===== src/rtl/exu_mdu.sv =====
// Iterative RV32/64 M-extension multiply/divide unit: one result bit per cycle,
// with valid/ready handshakes on the request and result sides.
module exu_mdu #(
    parameter int XLEN = 32
) (
    input  logic            clk,
    input  logic            rst,
    input  logic            mdu_i_flush,
    input  logic            mdu_i_valid,
    output logic            mdu_o_ready,
    input  logic [2:0]      mdu_i_op,
    input  logic [XLEN-1:0] mdu_i_a,
    input  logic [XLEN-1:0] mdu_i_b,
    output logic            mdu_o_valid,
    input  logic            mdu_i_ready,
    output logic [XLEN-1:0] mdu_o_data
);
    localparam int CNT_W = $clog2(XLEN) + 1;

    localparam logic [2:0] OP_MULH   = 3'b001;
    localparam logic [2:0] OP_MULHSU = 3'b010;
    localparam logic [2:0] OP_DIV    = 3'b100;
    localparam logic [2:0] OP_REM    = 3'b110;

    typedef enum logic [1:0] {S_IDLE, S_CALC, S_DONE} state_t;

    state_t            state_reg, state_next;
    logic [CNT_W-1:0]  cnt_reg, cnt_next;
    logic [2:0]        op_reg, op_next;
    logic [XLEN-1:0]   acc_reg, acc_next;    // product high half / partial remainder
    logic [XLEN-1:0]   lo_reg, lo_next;      // multiplier -> product low half / dividend -> quotient
    logic [XLEN-1:0]   b_reg, b_next;        // multiplicand / divisor magnitude
    logic              neg_reg, neg_next;
    logic [XLEN-1:0]   data_reg, data_next;

    // Operand decode at accept time
    logic            a_signed, b_signed, a_neg, b_neg, neg_in;
    logic [XLEN-1:0] a_mag, b_mag, fast_res;
    logic            div_zero, div_ovf;

    assign a_signed = (mdu_i_op == OP_MULH) || (mdu_i_op == OP_MULHSU) ||
                      (mdu_i_op == OP_DIV)  || (mdu_i_op == OP_REM);
    assign b_signed = (mdu_i_op == OP_MULH) || (mdu_i_op == OP_DIV) || (mdu_i_op == OP_REM);
    assign a_neg    = a_signed && mdu_i_a[XLEN-1];
    assign b_neg    = b_signed && mdu_i_b[XLEN-1];
    assign a_mag    = a_neg ? -mdu_i_a : mdu_i_a;
    assign b_mag    = b_neg ? -mdu_i_b : mdu_i_b;
    // Remainder follows the dividend sign; everything else follows the product sign
    assign neg_in   = (mdu_i_op[2] && mdu_i_op[1]) ? a_neg : (a_neg ^ b_neg);

    assign div_zero = mdu_i_op[2] && (mdu_i_b == '0);
    assign div_ovf  = ((mdu_i_op == OP_DIV) || (mdu_i_op == OP_REM)) &&
                      (mdu_i_a == {1'b1, {(XLEN-1){1'b0}}}) && (mdu_i_b == '1);
    assign fast_res = mdu_i_op[1] ? (div_zero ? mdu_i_a : '0)
                                  : (div_zero ? '1 : mdu_i_a);

    // One iteration of each datapath
    logic [XLEN:0]   mul_sum, rem_shift, div_diff;

    assign mul_sum   = {1'b0, acc_reg} + {1'b0, (lo_reg[0] ? b_reg : '0)};
    assign rem_shift = {acc_reg, lo_reg[XLEN-1]};
    assign div_diff  = rem_shift - {1'b0, b_reg};

    // Sign correction and result selection
    logic [2*XLEN-1:0] prod_s;
    logic [XLEN-1:0]   quot_s, rem_s, final_res;

    assign prod_s = neg_reg ? -{acc_reg, lo_reg} : {acc_reg, lo_reg};
    assign quot_s = neg_reg ? -lo_reg : lo_reg;
    assign rem_s  = neg_reg ? -acc_reg : acc_reg;

    always_comb begin
        final_res = prod_s[2*XLEN-1:XLEN];
        if (op_reg[2])
            final_res = op_reg[1] ? rem_s : quot_s;
        else if (op_reg[1:0] == 2'b00)
            final_res = prod_s[XLEN-1:0];
    end

    always_comb begin
        state_next = state_reg;
        cnt_next   = cnt_reg;
        op_next    = op_reg;
        acc_next   = acc_reg;
        lo_next    = lo_reg;
        b_next     = b_reg;
        neg_next   = neg_reg;
        data_next  = data_reg;
        if (mdu_i_flush) begin
            state_next = S_IDLE;
        end else begin
            case (state_reg)
                S_IDLE: begin
                    if (mdu_i_valid) begin
                        op_next  = mdu_i_op;
                        acc_next = '0;
                        lo_next  = a_mag;
                        b_next   = b_mag;
                        neg_next = neg_in;
                        cnt_next = CNT_W'(XLEN);
                        if (div_zero || div_ovf) begin
                            data_next  = fast_res;
                            state_next = S_DONE;
                        end else begin
                            state_next = S_CALC;
                        end
                    end
                end
                S_CALC: begin
                    if (cnt_reg == '0) begin
                        data_next  = final_res;
                        state_next = S_DONE;
                    end else begin
                        cnt_next = cnt_reg - CNT_W'(1);
                        if (op_reg[2]) begin
                            if (!div_diff[XLEN]) begin
                                acc_next = div_diff[XLEN-1:0];
                                lo_next  = {lo_reg[XLEN-2:0], 1'b1};
                            end else begin
                                acc_next = rem_shift[XLEN-1:0];
                                lo_next  = {lo_reg[XLEN-2:0], 1'b0};
                            end
                        end else begin
                            acc_next = mul_sum[XLEN:1];
                            lo_next  = {mul_sum[0], lo_reg[XLEN-1:1]};
                        end
                    end
                end
                S_DONE: begin
                    if (mdu_i_ready)
                        state_next = S_IDLE;
                end
                default: state_next = S_IDLE;
            endcase
        end
    end

    always_ff @(posedge clk) begin
        if (rst) begin
            state_reg <= S_IDLE;
            cnt_reg   <= '0;
            op_reg    <= '0;
            acc_reg   <= '0;
            lo_reg    <= '0;
            b_reg     <= '0;
            neg_reg   <= 1'b0;
            data_reg  <= '0;
        end else begin
            state_reg <= state_next;
            cnt_reg   <= cnt_next;
            op_reg    <= op_next;
            acc_reg   <= acc_next;
            lo_reg    <= lo_next;
            b_reg     <= b_next;
            neg_reg   <= neg_next;
            data_reg  <= data_next;
        end
    end

    assign mdu_o_ready = (state_reg == S_IDLE);
    assign mdu_o_valid = (state_reg == S_DONE);
    assign mdu_o_data  = data_reg;

endmodule

===== config.mk =====
export PLATFORM = sky130hd
export DESIGN_NAME = exu_mdu
export DESIGN_NICKNAME = d
export VERILOG_FILES = /design/src/rtl/exu_mdu.sv
export SDC_FILE = /design/constraint.sdc
export NUM_CORES = 1
export LEC_CHECK = 0
export CORE_ASPECT_RATIO = 1.25
export CORE_UTILIZATION = 50
export DETAILED_ROUTE_END_ITERATION = 8
export PLACE_DENSITY = 0.69
export RECOVER_POWER = 25
export SETUP_SLACK_MARGIN = 0.15
export SLEW_MARGIN = 0
export SYNTH_ARGS = -nofsm -noshare
export SYNTH_HDL_FRONTEND = slang
export SYNTH_SLANG_ARGS = --single-unit
export TNS_END_PERCENT = 50

===== constraint.sdc =====
create_clock -name clk -period 4.05 [get_ports clk]
set_clock_uncertainty 0.1 [all_clocks]
set_input_delay 0.81 -clock clk [delete_from_list [all_inputs] [get_ports clk]]
set_output_delay 0.81 -clock clk [all_outputs]
set_load 0.005 [all_outputs]

==> reports/results.ini, run 1 <==
[setup_path]
arrival_ns=4.04
end_kind=flip-flop
slowest_stage=dfxtp_1
path_class=reg -> reg
max_stage_delay_ns=0.41
cpMostUsedCell=o21ai_0
worst_setup_path_start_kind=flip-flop
cp_max_fo=4
worst_ep_required_time_ns=4.29
crit_chain=and2_1 -> ha_1 -> inv_1 -> fa_1 -> nand2b_1 -> a21oi_1 -> o21ai_0 -> a2111oi_0 -> buf_4 -> o21ai_0 -> o31a_1 -> o21ai_1 -> mux2_2 -> a221oi_1

[synthesis]
synth_most_common_cell=nor2_1
yosys_warnings=0
synth_area_mm2=0.01459
synthXorXnorAreaFrac=0.1051
synthAdderAreaFrac=0.08062
syn_avg_cell_area_um2=7.110
ys_seq_elements=140
ys_types=79
syn_inst=2052
synthDominantCellAreaShare=0.1921
synth_top_family_by_area=compound AO/OA/AOI/OAI gates
synthFlopType=dfxtp_1
seq_area_frac_synth=0.1921
synth_area_leaders=dfxtp_1, xnor2_1, nor2_1
synth_common_cells=nor2_1, a21oi_1, nand2_1, o21ai_0, dfxtp_1
synthMuxAreaShare=0.03276
synth-simple-area-share=0.2255
syn-num-nets=2196
synthArstFlopShare=0
synth_compound_area_frac=0.3052
synth_top_area_cell=dfxtp_1
synth-edff-count=0

[route]
dr.pass1.iters=5
drc=0
drt-vias-per-instance=6.383
vias=16350
ant_nets=0
drt_iter0_drc=1582
wl_per_cell_um=22.21
wirelength_um=56890

[clock_tree]
hold_buffers=0
numCtsBuffers=17
clock_latency_ns=0.44
root_buffer=clkbuf_16
clock_sinks=140
cts_tree=done
cts_buffer_depth=2
clk_pin_slew_worst_paths_ns=0.07
post-cts-setup-buffers=0
htreeDepth=4

[global_routing]
grt_max_degree=70
grt_pass1_wl_um=86240
track_usage=0.3768
antenna_found_initial=1
grt.overflow.total=0
grt_pass1_vias=15110

[placed_design]
gp_congestion=1.004
dp_slack_ns=-0.08606
hpwl_um=44030
portBuffers=105

[floorplanning]
dieArea_mm2=0.02987
die_w_um=154.8
pin_count=106
die-height_um=193.0
num_rows=69
coreArea_mm2=0.02858
initial_core_util=0.5105

[run]
cap_violations=0

[timing]
worst_slack_ns=0.2509
period_share=0.9381
fin_crit_ns=3.799
fin_hold_ws_ns=0.3552
max-slew-margin-rel=0.01571
setup_viol=0
rsz0062_at_grt=yes
tns_ns=0
slew_violations=0
max_freq_ghz=0.2632
hold_violations=0
worst_pin_slew_ns=1.476

[final_layout]
num-nets-final=2302
syn_to_final_growth_pct=18.15
insertedDiodeCount=0
drive_gt1_frac=0.09627

[run_status]
outcome=finished clean

[power]
vdd_drop_max_mv=0.2449
power.density_mw_per_mm2=266.6
total_power_mw=4.595
power_leakage_nw=6.852

[hold_path]
min_path_type=reg -> reg

-- report_power, final --
| part | leakage (nW) | internal [mW] | switching [mW] | total, mW |
|---|---|---|---|---|
| combinational | 5.43 | 0.574 | 0.916 | 1.49 |
| clock | 0.278 | 0.870 | 0.718 | 1.59 |
| sequential | 1.14 | 1.44 | 0.0746 | 1.52 |
-- final timing paths --
check	start	end	slack (ns)	depth (start not counted)
min reg2reg	mdu_o_data[18]	mdu_o_data[18]	0.36	2
max reg2reg	lo_reg[0]	acc_reg[29]	0.25	14
min	mdu_o_data[18]	mdu_o_data[18]	0.36	2
max	lo_reg[0]	acc_reg[29]	0.25	14
-- placed cells by master (no fill, tap or decap), drive strengths merged, types with 10 or more instances in the layout --
cell type / netlist / routed
or2: 11 / 11
and2: 16 / 16
o21ai: 148 / 148
or3: 34 / 34
nand3: 35 / 35
nor2b: 18 / 18
a21boi: 10 / 10
or4: 29 / 29
nand4: 23 / 23
a211oi: 86 / 86
a22oi: 15 / 15
nand2: 168 / 168
ha: 70 / 70
a21oi: 174 / 174
maj3: 26 / 26
a31oi: 18 / 18
inv: 67 / 77
a311oi: 18 / 18
o211ai: 23 / 23
a21o: 29 / 29
xor2: 70 / 70
nand2b: 15 / 15
o21bai: 10 / 10
nor3: 51 / 51
o41ai: 20 / 20
dfxtp: 140 / 140
a221oi: 14 / 14
clkdlybuf4s50: 0 / 70
clkbuf: 128 / 19
nor4: 22 / 22
dlygate4sd3: 0 / 34
o31ai: 33 / 33
xnor2: 105 / 105
nor2: 236 / 236
mux2i: 41 / 41
buf: 27 / 137
-- per-stage QoR --
stage | area (um^2) | cells | utilization
floorplan | 14590 | 2052 | -
global placement | 16650 | 2529 | 0.5827
detailed placement | 16650 | 2529 | 0.5827
CTS | 17230 | 2561 | 0.6028
global route | 17240 | 2561 | 0.6032
finish | 17240 | 2561 | 0.6032
-- per-layer routing --
layer | global-route usage | part of all wire
met2 | 0.6189 | 0.46
met5 | 0 | 0.00023
met1 | 0.4312 | 0.38
met4 | 0.3442 | 0.098
met3 | 0.04761 | 0.062
-- critical path, delay by kind of cell, from the launching register on --
kind                     cells  cell delay [ns]
AO/OA/AOI/OAI                7             1.65
adder cells (fa/ha/maj)      2             0.58
buffers and inverters        2             0.26
flip-flops                   1             0.41
multiplexers                 1             0.36
AND/OR/NAND/NOR              2             0.33
-- final cells by class --
class / instances / area, um^2
Timing Repair Buffer: 242 / 2136
Multi-Input combinational cell: 1688 / 10970
Fill cell: 2757 / 11340
Inverter: 69 / 262.8
Sequential cell: 140 / 2805
Tap cell: 390 / 488.0
Clock buffer: 18 / 429.2
Clock inverter: 14 / 146.4
-- kinds of logic after synthesis --
group                    after synthesis
AO/OA/AOI/OAI                        679
multiplexers                          47
XOR/XNOR                             175
adder cells (fa/ha/maj)               98
AND/OR/NAND/NOR                      689
flip-flops                           140
buffers and inverters                224
-- repair_timing --
action | 4_1_cts | 5_1_grt
endpoints found under the hold margin | 0 | 0
gates resized for setup | 0 | 5
endpoints found under the setup margin | 0 | 15
Power figures use the tool's default switching activity.
==> run 2, diff against run 1 <==
--- a/config.mk
+++ b/config.mk
@@ -6,11 +6,12 @@
 export NUM_CORES = 1
 export LEC_CHECK = 0
 export CORE_ASPECT_RATIO = 1.25
-export CORE_UTILIZATION = 50
+export CORE_UTILIZATION = 60
 export DETAILED_ROUTE_END_ITERATION = 8
-export PLACE_DENSITY = 0.69
+export PLACE_DENSITY = 0.8
 export RECOVER_POWER = 25
 export SETUP_SLACK_MARGIN = 0.15
+export SKIP_CTS_REPAIR_TIMING = 1
 export SLEW_MARGIN = 0
 export SYNTH_ARGS = -nofsm -noshare
 export SYNTH_HDL_FRONTEND = slang
==> reports/results.ini, run 2 (same netlist as run 1, synthesis figures left out) <==
[route]
drt_iter0_drc=1835  ; was 1582
dr.pass1.iters=8  ; was 5
wl_per_cell_um=23.22  ; was 22.21 um
wirelength_um=57490  ; was 56890 um
drc=0  ; unchanged
ant_nets=0  ; unchanged
drt-vias-per-instance=6.792  ; was 6.383
vias=16820  ; was 16350

[global_routing]
grt.overflow.total=0  ; unchanged
track_usage=0.4638  ; was 0.3768
grt_pass1_wl_um=88170  ; was 86240 um
grt_pass1_vias=15700  ; was 15110
grt_max_degree=70  ; unchanged
antenna_found_initial=3  ; was 1

[timing]
max-slew-margin-rel=0.07222  ; was 0.01571
hold_violations=0  ; unchanged
setup_viol=0  ; unchanged
max_freq_ghz=0.2589  ; was 0.2632 GHz
period_share=0.9537  ; was 0.9381
fin_hold_ws_ns=0.3514  ; was 0.3552 ns
worst_pin_slew_ns=1.392  ; was 1.476 ns
slew_violations=0  ; unchanged
fin_crit_ns=3.863  ; was 3.799 ns
rsz0062_at_grt=yes  ; unchanged

[power]
pwr-share-comb=0.329  ; was 0.324
power.share.sequential=0.330  ; about the same
vdd_drop_max_mv=0.3034  ; was 0.2449 mV
p_switching_mw=1.771  ; was 1.709 mW
p_int_mw=2.835  ; was 2.886 mW
p_clk_frac=0.341  ; was 0.346
power.density_mw_per_mm2=271.5  ; was 266.6 mW/mm^2
switching_share=0.3845  ; was 0.3719
power_leakage_nw=6.733  ; was 6.852 nW

[hold_path]
min_from=mdu_o_data[12]  ; was mdu_o_data[18]
hold_depth=2  ; unchanged
hold_end=mdu_o_data[12]  ; was mdu_o_data[18]
min_path_type=reg -> reg  ; unchanged

[clock_tree]
root_buffer=clkbuf_16  ; unchanged
clk_pin_slew_worst_paths_ns=0.07  ; about the same
numCtsBuffers=17  ; unchanged
clock_latency_ns=0.45  ; was 0.44 ns
cts_tree=done  ; unchanged
htreeDepth=4  ; unchanged
cts_buffer_depth=2  ; unchanged
clock_sinks=140  ; unchanged

[final_layout]
final_cell_mix=nor2_1, a21oi_1, nand2_1  ; unchanged
num-nets-final=2281  ; was 2302
final_util=0.7127  ; was 0.6032
layout_commonest_cell=nor2_1  ; unchanged
syn_to_final_growth_pct=16.30  ; was 18.15%
drive_gt1_frac=0.08930  ; was 0.09627
final_cells=2476  ; was 2561

[placed_design]
gp_congestion=1.043  ; was 1.004
portBuffers=105  ; unchanged
hpwl_um=42670  ; was 44030 um
dp.cells=2443  ; was 2529

[setup_path]
regToRegStartpoint=acc_reg[8]  ; was lo_reg[0]
r2r_end=acc_reg[25]  ; was acc_reg[29]
worst_ep_required_time_ns=4.27  ; was 4.29 ns
arrival_ns=4.09  ; was 4.04 ns
max_stage_delay_ns=0.75  ; was 0.41 ns
cpMostUsedCell=nor2_1  ; was o21ai_0
cp_max_fo=5  ; was 4
worst_setup_path_start_kind=primary input  ; was flip-flop
slowest_stage=xnor2_1  ; was dfxtp_1
path_class=in -> reg  ; was reg -> reg
ff2ff_setup_slack_ns=0.20  ; was 0.25 ns
end_kind=flip-flop  ; unchanged
reg2reg_depth=10  ; was 14
crit_chain=clkdlybuf4s50_1 -> or4_1 -> or3_1 -> nor2_1 -> and2_1 -> nor2_1 -> xnor2_1 -> a211oi_1 -> a21oi_1 -> nor2_1  ; was and2_1 -> ha_1 -> inv_1 -> fa_1 -> nand2b_1 -> a21oi_1 -> o21ai_0 -> a2111oi_0 -> buf_4 -> o21ai_0 -> o31a_1 -> o21ai_1 -> mux2_2 -> a221oi_1

[floorplanning]
num_rows=63  ; was 69
pin_count=106  ; unchanged
initial_core_util=0.6128  ; was 0.5105
die-height_um=176.3  ; was 193.0 um
dieArea_mm2=0.02495  ; was 0.02987 mm^2
die_w_um=141.5  ; was 154.8 um
coreArea_mm2=0.02381  ; was 0.02858 mm^2

[run_status]
outcome=finished clean  ; unchanged

[run]
cap_violations=0  ; unchanged

[run 2: worst max-delay path by stage]
| stage | from | to | cells past startpoint |
|---|---|---|---|
| after CTS | lo_reg[0] | acc_reg[26] | 12 |
| final | mdu_i_a[5] | lo_reg[19] | 10 |
| after global placement | mdu_i_b[0] | mdu_o_data[29] | 13 |
| after floorplan | mdu_i_b[0] | mdu_o_data[23] | 11 |
| after detailed placement | mdu_i_b[0] | mdu_o_data[11] | 13 |
| after global routing | cnt_reg[2] | acc_reg[29] | 9 |
[run 2: routing by layer]
| layer | vias to the layer above | track usage | share of wire |
|---|---|---|---|
| li1 | 7743 | - | - |
| met1 | 7817 | 0.5157 | 0.35 |
| met2 | 976 | 0.7312 | 0.45 |
| met3 | 277 | 0.1082 | 0.095 |
| met4 | 4 | 0.4346 | 0.10 |
| met5 | - | 0 | 0.00040 |
[run 2: critical path: cells and delay by family]
kind	cells	cell delay (ns)
buffers and inverters	1	0.47
xor gates and xnor gates	1	0.75
and+or+nand+nor	6	1.70
AOI/OAI and AO/OA	2	0.35
[run 2: metrics by stage]
step / setup slack (ns) / TNS, ns / power (mW) / area [um^2]
after global placement: 0.07680 / 0 / 2.950 / 16400
after global routing: 0.07266 / 0 / 4.756 / 16960
after floorplan: 0.5071 / 0 / 2.427 / 14590
after detailed placement: -0.01731 / -0.04564 / 2.977 / 16400
final: 0.1873 / 0 / 4.607 / 16970
after CTS: 0.1516 / 0 / 4.519 / 16960
[run 2: final cells by class]
type                            count  area [um^2]
Multi-Input combinational cell   1688        10980
Fill cell                        2123         6839
Sequential cell                   140         2805
Timing Repair Buffer              221         1948
Clock buffer                       18        439.2
Tap cell                          325        406.6
Inverter                           69        262.8
Clock inverter                     14        123.9
Antenna cell                        1        2.502
[run 2: power groups by stage]
stage	clock network, mW	registers, mW	logic (mW)
floorplan	0	1.51	0.913
global placement	0	1.54	1.41
detailed placement	0	1.55	1.43
CTS	1.56	1.51	1.44
global route	1.62	1.53	1.61
finish	1.57	1.52	1.52
